===== config.mk =====
export PLATFORM = sky130hd
export DESIGN_NAME = vstreamout_sequencer
export DESIGN_NICKNAME = d
export VERILOG_FILES = /design/src/rtl/vstreamout_sequencer.sv
export SDC_FILE = /design/constraint.sdc
export NUM_CORES = 1
export LEC_CHECK = 0
export ABC_AREA = 0
export BUFFER_PORTS_ARGS = -buffer_cell sky130_fd_sc_hd__buf_2
export CORE_MARGIN = 3
export CORE_UTILIZATION = 55
export DETAILED_ROUTE_END_ITERATION = 8
export HOLD_SLACK_MARGIN = 0.03
export PLACE_DENSITY = 0.82
export SLEW_MARGIN = 40
export SYNTH_ARGS = -nofsm -noshare
export SYNTH_HDL_FRONTEND = slang
export SYNTH_SLANG_ARGS = --single-unit

===== constraint.sdc =====
create_clock -name clk -period 3.2 [get_ports clk]
set_input_delay 0.64 -clock clk [delete_from_list [all_inputs] [get_ports clk]]
set_output_delay 0.64 -clock clk [all_outputs]
set_load 0.01 [all_outputs]

===== src/rtl/vstreamout_sequencer.sv =====
// Stream-out sequencer: walks the enabled PE columns in ascending order and
// reads vec_len words from each column's register file over a valid/ready stream.
module vstreamout_sequencer #(
   parameter int NUM_COL = 4,
   parameter int ADDR_W  = 5,
   parameter int LEN_W   = 8
) (
   input  logic               clk,
   input  logic               rst_n,
   input  logic               start,
   input  logic [NUM_COL-1:0] col_mask,
   input  logic [ADDR_W-1:0]  base_addr,
   input  logic [LEN_W-1:0]   vec_len,
   input  logic               m_ready,
   output logic               m_valid,
   output logic [ADDR_W-1:0]  rd_addr,
   output logic [NUM_COL-1:0] mux_sel,
   output logic               col_last,
   output logic               stream_last,
   output logic               busy,
   output logic               done
);

   // Stream handshake: a beat transfers on a cycle where m_valid && m_ready.
   // While m_valid && !m_ready, rd_addr, mux_sel, col_last and stream_last hold.

   typedef enum logic [1:0] {
      S_IDLE   = 2'd0,
      S_STREAM = 2'd1,
      S_DONE   = 2'd2
   } state_t;

   state_t             state;
   logic [NUM_COL-1:0] mask_q;
   logic [ADDR_W-1:0]  base_q;
   logic [LEN_W-1:0]   len_q;
   logic [LEN_W-1:0]   count;
   logic [NUM_COL-1:0] nxt_sel;
   logic [LEN_W-1:0]   count_inc;
   logic               xfer;

   function automatic logic [NUM_COL-1:0] lowest_bit(input logic [NUM_COL-1:0] v);
      return v & (~v + NUM_COL'(1));
   endfunction

   // Mask bits strictly above the one-hot position sel.
   function automatic logic [NUM_COL-1:0] higher_bits(input logic [NUM_COL-1:0] m,
                                                      input logic [NUM_COL-1:0] sel);
      return m & ~((sel << 1) - NUM_COL'(1));
   endfunction

   always_comb begin
      nxt_sel   = lowest_bit(higher_bits(mask_q, mux_sel));
      count_inc = count + LEN_W'(1);
      xfer      = m_valid & m_ready;
   end

   always_ff @(posedge clk or negedge rst_n) begin
      if (!rst_n) begin
         state       <= S_IDLE;
         mask_q      <= '0;
         base_q      <= '0;
         len_q       <= '0;
         count       <= '0;
         m_valid     <= 1'b0;
         rd_addr     <= '0;
         mux_sel     <= '0;
         col_last    <= 1'b0;
         stream_last <= 1'b0;
         busy        <= 1'b0;
         done        <= 1'b0;
      end else begin
         case (state)
            S_IDLE: begin
               done <= 1'b0;
               if (start) begin
                  mask_q <= col_mask;
                  base_q <= base_addr;
                  len_q  <= vec_len;
                  count  <= '0;
                  busy   <= 1'b1;
                  if (col_mask == '0 || vec_len == '0) begin
                     state <= S_DONE;
                  end else begin
                     state       <= S_STREAM;
                     m_valid     <= 1'b1;
                     mux_sel     <= lowest_bit(col_mask);
                     rd_addr     <= base_addr;
                     col_last    <= (vec_len == LEN_W'(1));
                     stream_last <= (vec_len == LEN_W'(1)) &&
                                    (higher_bits(col_mask, lowest_bit(col_mask)) == '0);
                  end
               end
            end
            S_STREAM: begin
               if (xfer) begin
                  if (col_last) begin
                     if (nxt_sel != '0) begin
                        mux_sel     <= nxt_sel;
                        rd_addr     <= base_q;
                        count       <= '0;
                        col_last    <= (len_q == LEN_W'(1));
                        stream_last <= (len_q == LEN_W'(1)) &&
                                       (higher_bits(mask_q, nxt_sel) == '0);
                     end else begin
                        state       <= S_DONE;
                        m_valid     <= 1'b0;
                        mux_sel     <= '0;
                        rd_addr     <= '0;
                        col_last    <= 1'b0;
                        stream_last <= 1'b0;
                        done        <= 1'b1;
                     end
                  end else begin
                     rd_addr     <= rd_addr + ADDR_W'(1);
                     count       <= count_inc;
                     col_last    <= (count_inc == len_q - LEN_W'(1));
                     stream_last <= (count_inc == len_q - LEN_W'(1)) && (nxt_sel == '0);
                  end
               end
            end
            S_DONE: begin
               // An empty request enters with done low and spends one extra cycle here.
               if (done) begin
                  state <= S_IDLE;
                  done  <= 1'b0;
                  busy  <= 1'b0;
               end else begin
                  done <= 1'b1;
               end
            end
            default: state <= S_IDLE;
         endcase
      end
   end

endmodule


==> results of run 1 <==
kinds of logic (layout without fill, tap and decap cells):
kind of cell	after synthesis	count (layout)
mux	16	16
buf+inv	24	57
xor+xnor	21	21
compound gates	58	58
fa+ha+maj	10	10
simple gates	80	80
flops	40	40
registers in the layout (all words and copies together) (netlist names):
name / count
m_valid: 1
busy: 1
count: 8
col_last: 1
mux_sel: 4
len_q: 8
stream_last: 1
rd_addr: 5
done: 1
state: 2
base_q: 5
mask_q: 3
final cells by class:
class | instances | area share [%]
Multi-Input combinational cell | 185 | 48.0
Sequential cell | 40 | 37.5
Timing Repair Buffer | 35 | 6.74
Clock buffer | 7 | 3.23
Tap cell | 50 | 2.34
Inverter | 14 | 1.97
Clock inverter | 1 | 0.281
power by group through the flow:
stage / Combinational, µW / Sequential [µW] / Clock (µW)
finish: 1230 / 953 / 359
global route: 1390 / 991 / 393
CTS: 1240 / 950 / 369
detailed placement: 1230 / 959 / 0
global placement: 1180 / 951 / 0
floorplan: 935 / 925 / 0
worst max-delay path by stage:
stage               end  slack [ns]  cells after the start
3_3_place_gp   state[0]        0.87                      7
3_5_place_dp   state[0]        0.78                      7
6_report       state[0]        0.75                      7
2_1_floorplan  state[0]        1.01                      7
4_1_cts        state[0]        0.75                      7
5_1_grt        state[0]        0.54                      7
routing by layer:
layer / part of all wire (%) / global-route usage, % / vias to the layer above
met5: 0 / 0 / -
met2: 47 / 34.4 / 40
met4: 1.7 / 7.52 / 0
met3: 5.2 / 4.63 / 9
li1: - / - / 958
met1: 46 / 28.9 / 915
critical path, delay by kind of cell (launching register included):
family	cells	cell delay [ns]
buf+inv	1	0.07
flops	1	0.45
fa+ha+maj	1	0.32
compound gates	4	1.33
simple gates	1	0.20
metrics by stage:
step / power, µW / utilization (%) / setup slack (ns) / area, µm²
final: 2540 / 65.4 / 0.745 / 2670
after global routing: 2770 / 65.4 / 0.537 / 2670
after CTS: 2560 / 65.4 / 0.750 / 2670
after detailed placement: 2190 / 63.1 / 0.780 / 2580
after global placement: 2140 / 63.0 / 0.873 / 2580
after floorplan: 1860 / - / 1.01 / 2370
placed cells by master (no fill, tap or decap), types with 2 or more instances in the layout:
cell type	netlist	routed
xnor2_1	12	12
a21o_1	3	3
nor2_1	13	13
o41ai_1	2	2
o21ai_0	20	20
dfrtp_1	40	40
o211ai_1	3	3
inv_1	14	14
o22ai_1	3	3
nor2b_1	4	4
nor3_1	4	4
nor4_1	3	3
clkbuf_8	0	6
nand4_1	2	2
a31o_2	2	2
xor2_1	8	8
buf_4	0	2
o31ai_1	4	4
a21oi_1	8	8
nor3b_1	2	2
nand3_1	10	10
mux2_2	14	14
a211oi_1	3	3
a22o_1	2	2
buf_2	0	33
nand2b_1	5	5
o221ai_1	2	2
ha_1	9	9
mux2i_1	2	2
nand2_1	27	27
==> results.txt, run 1 <==
GP Congestion - 0.892
Yosys reg bits - 40
Worst-path cell chain - inv_1, ha_1, a22oi_1, a21boi_1, nand4_1, a221o_1, o31ai_1
Critical path required time - 3.41 ns
Die area - 5140 µm²
CP max-delay cell - a21boi_1
Setup TNS Final - 0 ns
Worst-Margin Slew - 0.783 ns
Worst Skew - 0.0102 ns
Simple-Gate Fraction of Synth Area - 17.2%
Final WL - 4.93 mm
Main combinational cell family by area after synthesis - simple AND/OR/NAND/NOR gates
DPL Wire Length - 3.64 mm
Outcome - completed
1st-iter DRT viols - 126
R2r endpoint - state[0]
Synth Area in Compound Gates - 15.8%
# clock sinks - 40
Layout Cells excl Fill - 332
Post-CTS setup buffers - 0
Hold Buf Count CTS - 0
CP Class - reg2reg
Drt wl/cell - 14.9 µm
Worst path arrival time - 2.66 ns
Final ANT Viol Nets - 0
Worst R2R Setup Slack - 0.75 ns
CP startpoint - mux_sel[0]
Die width - 71.7 µm
Synth Area in Adders - 5.16%
CTS resizes - 0
Worst-Skew Late Latency - 0.30 ns
Reg2Reg Depth - 7
Top cells by count, synth - 40 x dfrtp_1, 27 x nand2_1, 20 x o21ai_0
Switching share of power - 42.5%
Relative slew margins - 47.7%
Detailed Routing Iterations Pass 1 - 4
Placed cell count - 324
Synth Instances - 249
Largest net degree at the start of global routing - 41
Final hold viol count - 0
Post-synth top flop - dfrtp_1
Crit-path max cell delay - 0.49 ns
DR vias - 1,922
# port buffers - 34
Multi-input gate area - 1280 µm²
FILL cells - 359
Synth async-reset ratio - 100%
First-pass GRT wire length - 8.71 mm
Gr ovfl total - 0
Clock power share - 14.1%
Clock period minus worst slack - 2.45 ns
Hold Worst Slack - 0.296 ns
Switching Power - 1080 µW
FF-to-FF Start - mux_sel[0]
ANT cells - 0
Cts bufs inserted - 5
IO Pins - 35
Post-synthesis cell area - 2370 µm²
Core Region - 4090 µm²
Cell Int Power - 1460 µW
Starting density of the core - 58.1%
Htree depth - 2
Critical Path Fanout Max - 7
Ratio of cells with drive above 1 in the final layout - 22.0%
Slew Viols, Final - 0
Hold Path Class - in2async
Register share of total power - 37.5%
Post-synthesis area per instance - 9.54 µm²
Crit start category - register
EDFF count, synth - 0
Maximum clock insertion buffer count - 2
Nets@finish - 311
Post-Synth XOR/XNOR Area - 8.32%
Main area contributors after synthesis - dfrtp_1 42%, mux2_2 6.6%, ha_1 4.7%
RSZ-0062 raised after global routing - no
Die height - 71.7 µm
Final period utilization - 76.7%
CTS root buffer - clkbuf_8
Maxcap violations - 0
Cell Pwr Density - 949 nW/µm²
Yosys synthesis warning count - 0
Core Rows - 23
Seq/Total Area, Yosys - 42.1%
Synth unique cells - 48
Sequential standard cell area - 1000 µm²
Via density per instance - 5.79
Antenna violations before repair - 0
Area Growth Syn to Fin - 12.5%
Worst vdd ir - 0.000504 V
Worst Setup End Kind - register
Synth Net Count - 279
GRT Resource Usage Total - 21.5%
Final setup fails - 0
CTS tree - built
Mux cell area share after synthesis - 7.48%
Vias in the first global route - 1,874
Maximum clock frequency - 407 MHz
DRC errors left - 0
Most frequent cell after synthesis - dfrtp_1
Synth top area share - 42.1%
Clock-pin slew on the worst setup and hold paths - 0.08 ns
P_leak - 0.00120 µW
Synth area leader - dfrtp_1
Logic pwr share - 48.3%
No activity file was read; power rests on OpenSTA's default activity.
==> run 2, diff against run 1 <==
--- a/config.mk
+++ b/config.mk
@@ -8,10 +8,10 @@
 export ABC_AREA = 0
 export BUFFER_PORTS_ARGS = -buffer_cell sky130_fd_sc_hd__buf_2
 export CORE_MARGIN = 3
-export CORE_UTILIZATION = 55
+export CORE_UTILIZATION = 51
 export DETAILED_ROUTE_END_ITERATION = 8
 export HOLD_SLACK_MARGIN = 0.03
-export PLACE_DENSITY = 0.82
+export PLACE_DENSITY = 0.8
 export SLEW_MARGIN = 40
 export SYNTH_ARGS = -nofsm -noshare
 export SYNTH_HDL_FRONTEND = slang
==> constraint.sdc (replaced) <==
create_clock -name clk -period 2.1 [get_ports clk]
set_input_delay 0.42 -clock clk [delete_from_list [all_inputs] [get_ports clk]]
set_output_delay 0.42 -clock clk [all_outputs]
set_load 0.01 [all_outputs]
==> run 2 against run 1 <==
Wire length increased by 0.71%. Setup slack got worse by 0.63 ns. Via count increased by 0.68%. Clock skew decreased by 0.0030 ns. Core utilization decreased by 1.7 points. Sequential power increased by 48%. Critical path depth decreased by 1. Die area increased by 7.2%. First-iteration DRC count decreased by 25%. Clock-buffer cell count decreased by 1. Design area increased by 5.3%. Largest power group unchanged.
==> results.txt, run 2 (synthesized netlist as in run 1, its figures left out) <==
Die area - 5510 µm²
ANT cells - 0
Slew Viols, Final - 0
Largest net degree at the start of global routing - 41
Die height - 74.2 µm
Worst Skew - 0.00725 ns
Final WL - 4.97 mm
CP startpoint - len_q[1]
DPL Wire Length - 3.75 mm
Worst-path cell chain - or4_4, nor2_2, xnor3_1, nor4_2, and4b_1, o31a_1
Core Rows - 24
Worst vdd ir - 0.000744 V
Outcome - completed
Buf/Inv on CP - 0
Vias in the first global route - 1,796
Clock period minus worst slack - 1.99 ns
Hold Worst Slack - 0.163 ns
CP delay by family, top - simple AND/OR/NAND/NOR gates
Hold Path Class - in2async
Worst path arrival time - 2.22 ns
Ratio of cells with drive above 1 in the final layout - 28.7%
P_leak - 0.00128 µW
Maximum clock insertion buffer count - 2
Htree depth - 2
GP Congestion - 0.805
Placed cell count - 336
Via density per instance - 5.56
GRT Resource Usage Total - 19.2%
Die width - 74.2 µm
Critical path required time - 2.34 ns
DR vias - 1,935
Hold Buf Count CTS - 0
Worst-Skew Late Latency - 0.29 ns
IO Pins - 35
1st-iter DRT viols - 95
Crit start category - register
FF-to-FF Start - len_q[1]
Crit-path max cell delay - 0.55 ns
Top Registers - count (8), len_q (8)
Core Region - 4410 µm²
Area Growth Syn to Fin - 18.5%
Most frequent cells in the layout - 39 x dfrtp_1, 34 x buf_2, 27 x nand2_1
CTS tree - built
Drt wl/cell - 14.3 µm
FILL cells - 352
Detailed Routing Iterations Pass 1 - 4
CP max-delay cell - or4_4
Starting density of the core - 53.8%
Critical Path Fanout Max - 5
Gr ovfl total - 0
CP Class - reg2reg
CTS root buffer - clkbuf_8
Maximum clock frequency - 504 MHz
Final ANT Viol Nets - 0
Pwr Total - 4160 µW
DRC errors left - 0
Worst Setup End Kind - register
Cts bufs inserted - 5
Worst-Margin Slew - 0.508 ns
Clock-pin slew on the worst setup and hold paths - 0.08 ns
Layout Cells excl Fill - 348
# clock sinks - 40
Final hold viol count - 0
Final setup fails - 0
Relative slew margins - 66.1%
Maxcap violations - 0
Cell Pwr Density - 1480 nW/µm²
First-pass GRT wire length - 8.24 mm
Nets@finish - 325
Final period utilization - 94.6%
Antenna violations before repair - 0
Commonest non-fill, non-tap cell in the layout - dfrtp_1
# port buffers - 34
[run 2: changes by cell type in the layout (fill, tap and decap cells not counted), sizes merged]
| cell | change |
|---|---|
| buf | +14 |
| clkbuf | -1 |
| clkinv | +2 |
| clkinvlp | -1 |
[run 2: path summary, 6_finish.rpt]
path	depth (start not counted)	end	slack, ns
setup / recovery	6	stream_last	0.11
hold / removal	2	rd_addr[3]	0.16
setup reg to reg	6	stream_last	0.11
hold reg to reg	2	mux_sel[3]	0.48
max in group asynchronous	2	count[0]	1.55
min in group clk	2	len_q[4]	0.37
[run 2: stage by stage]
stage	utilization (%)	TNS [ns]	cell area [µm²]	setup WS [ns]
after floorplan	-	0	2380	0.0135
after global placement	60.2	0	2660	0.150
after detailed placement	60.2	0	2660	0.0615
after CTS	62.3	0	2750	0.0385
after global routing	63.7	-0.0602	2810	-0.0269
final	63.7	0	2810	0.114
[run 2: layer usage]
metal	wire (µm)	global-route usage (%)	vias up
met2	2390	30.7	32
li1	-	-	979
met1	2320	26.0	916
met5	0	0	-
met4	87	6.72	0
met3	162	4.05	8
[run 2: area by class of cell]
cell class	count	area (µm²)	area share (%)
Sequential cell	40	1000	35.6
Clock inverter	2	10.0	0.356
Timing Repair Buffer	49	283	10.0
Tap cell	52	65.1	2.31
Clock buffer	6	82.6	2.93
Inverter	14	52.6	1.87
Multi-Input combinational cell	185	1320	46.9
[run 2: where the power goes]
| part | leakage, µW | switching, µW | internal [µW] |
|---|---|---|---|
| sequential | 0.000496 | 327 | 1090 |
| combinational | 0.000738 | 1120 | 1090 |
| clock | 0.0000510 | 267 | 262 |
| total | 0.00128 | 1720 | 2440 |
[run 2: timing repair]
action	4_1_cts	5_1_grt
endpoints found under the hold margin	0	0
buffers inserted	0	4
setup endpoints to repair	0	7
resized for setup	0	8
==> run 3, diff against run 2 <==
--- a/config.mk
+++ b/config.mk
@@ -8,10 +8,10 @@
 export ABC_AREA = 0
 export BUFFER_PORTS_ARGS = -buffer_cell sky130_fd_sc_hd__buf_2
 export CORE_MARGIN = 3
-export CORE_UTILIZATION = 51
+export CORE_UTILIZATION = 30
 export DETAILED_ROUTE_END_ITERATION = 8
 export HOLD_SLACK_MARGIN = 0.03
-export PLACE_DENSITY = 0.8
+export PLACE_DENSITY = 0.54
 export SLEW_MARGIN = 40
 export SYNTH_ARGS = -nofsm -noshare
 export SYNTH_HDL_FRONTEND = slang
==> run 3 against run 2 <==
First-iteration DRC count is 17% lower. Sequential power is essentially flat. Register-to-register slack is essentially flat. Critical path depth is 1 lower. Clock skew barely moved. Flip-flop and latch count did not move. Final cell count up 14%. Sequential share of layout area is 0.89 points lower. Setup slack got worse by 0.0060 ns. Clock power is 4.9% higher. Design area grew 2.4%. Global-route usage shrank 6.2 points. Largest power group unchanged.
==> results.txt, run 3 (synthesized netlist as in run 1, its figures left out) <==
Detailed Routing Iterations Pass 1 - 4
Outcome - completed
Cell Int Power - 2450 µW
Top Registers - count (8), len_q (8)
Ratio of cells with drive above 1 in the final layout - 27.3%
CTS tree - built
First-pass GRT wire length - 9.16 mm
Maxcap violations - 0
Worst Skew - 0.00701 ns
# clock sinks - 40
GP Congestion - 0.872
Worst vdd ir - 0.000695 V
Die area - 9020 µm²
Worst-Margin Slew - 0.467 ns
Setup TNS Final - 0 ns
CTS root buffer - clkbuf_8
Worst Setup End Kind - register
CP max-delay cell - or4_1
Critical path required time - 2.28 ns
Die height - 95.0 µm
Drt wl/cell - 13.9 µm
Htree depth - 2
P_leak - 0.00130 µW
Nets@finish - 327
IO Pins - 35
Clock period minus worst slack - 1.99 ns
RSZ-0062 raised after global routing - no
Final setup fails - 0
Area Growth Syn to Fin - 21.4%
1st-iter DRT viols - 79
Antenna violations before repair - 0
DRC errors left - 0
Slew Viols, Final - 0
Final Cell Area - 2880 µm²
Core Region - 7450 µm²
Starting density of the core - 31.9%
Final hold viol count - 0
Hold Path Class - in2reg
Relative slew margins - 68.6%
Maximum clock frequency - 502 MHz
Hold Worst Slack - 0.372 ns
Core Rows - 31
Switching Power - 1710 µW
Commonest non-fill, non-tap cell in the layout - dfrtp_1
Crit start category - register
GRT Resource Usage Total - 13.0%
Vias in the first global route - 1,864
# port buffers - 34
Worst-Skew Late Latency - 0.29 ns
Final ANT Viol Nets - 0
Gr ovfl total - 0
Switching share of power - 41.1%
Worst-path cell chain - or4_1, nor4_1, xnor2_1, and4b_1, o31a_1
Final period utilization - 94.9%
Clock-pin slew on the worst setup and hold paths - 0.08 ns
DR vias - 1,954
DPL Wire Length - 4.27 mm
Most frequent cells in the layout - 40 x dfrtp_1, 34 x buf_2, 27 x nand2_1
Critical Path Fanout Max - 6
Maximum clock insertion buffer count - 2
Final WL - 5.51 mm
Logic pwr share - 52.3%
ANT cells - 0
Worst R2R Setup Slack - 0.11 ns
Largest net degree at the start of global routing - 20
Worst path arrival time - 2.17 ns
Register share of total power - 34.4%
Placed cell area - 2750 µm²
Cts bufs inserted - 5
Cell Pwr Density - 1440 nW/µm²
Clock power share - 13.4%
Die width - 95.0 µm
CP Class - reg2reg
Crit-path max cell delay - 0.61 ns
Via density per instance - 4.93
==> run 3: worst paths after layout <==
check	startpoint	endpoint	depth (start not counted)
max	len_q[2]	stream_last	5
min	base_addr[4]	base_q[4]	2
max reg2reg	len_q[2]	stream_last	5
min reg2reg	mux_sel[3]	mux_sel[3]	2
max in group asynchronous	rst_n	busy	3
min in group asynchronous	rst_n	len_q[1]	2
==> run 3: repair_timing <==
item	in CTS	in global routing
gates resized for setup	0	4
endpoints found under the setup margin	0	6
hold endpoints to repair	11	0
setup buffers	0	1
hold buffers	1	0
==> run 3: through the flow <==
stage	setup slack, ns	total power [µW]	util (%)	cells
2_1_floorplan	0.0135	2850	-	249
3_3_place_gp	0.103	3530	36.9	387
5_1_grt	0.00256	4550	38.7	396
3_5_place_dp	0.0638	3560	36.9	387
6_report	0.108	4160	38.7	396
4_1_cts	0.0461	4130	38.3	395
==> run 3: final cells by class <==
class                           instances  area (µm²)
Multi-Input combinational cell        185        1310
Inverter                               14        52.6
Fill cell                             804        4560
Sequential cell                        40        1000
Tap cell                               99         124
Clock buffer                            7        96.3
Timing Repair Buffer                   51         300
==> run 3: per-layer routing <==
metal / GRT usage (%) / routed length (µm) / vias to the layer above
met1: 18.3 / 2760 / 932
met5: 0 / 0 / -
met3: 2.63 / 214 / 6
li1: - / - / 982
met2: 20.3 / 2470 / 34
met4: 3.61 / 68 / 0
==> run 3: power by group through the flow <==
stage / Clock, µW / Sequential (µW) / Combinational (µW)
final: 556 / 1430 / 2180
after global routing: 606 / 1480 / 2460
after CTS: 583 / 1420 / 2130
after detailed placement: 0 / 1430 / 2120
after global placement: 0 / 1430 / 2100
after floorplan: 0 / 1410 / 1440
==> run 3: worst max-delay path: cells and delay by family (launching register included) <==
kind / cells / cell delay, ns
flops: 1 / 0.45
compound gates: 1 / 0.23
simple gates: 3 / 1.08
xor+xnor: 1 / 0.13
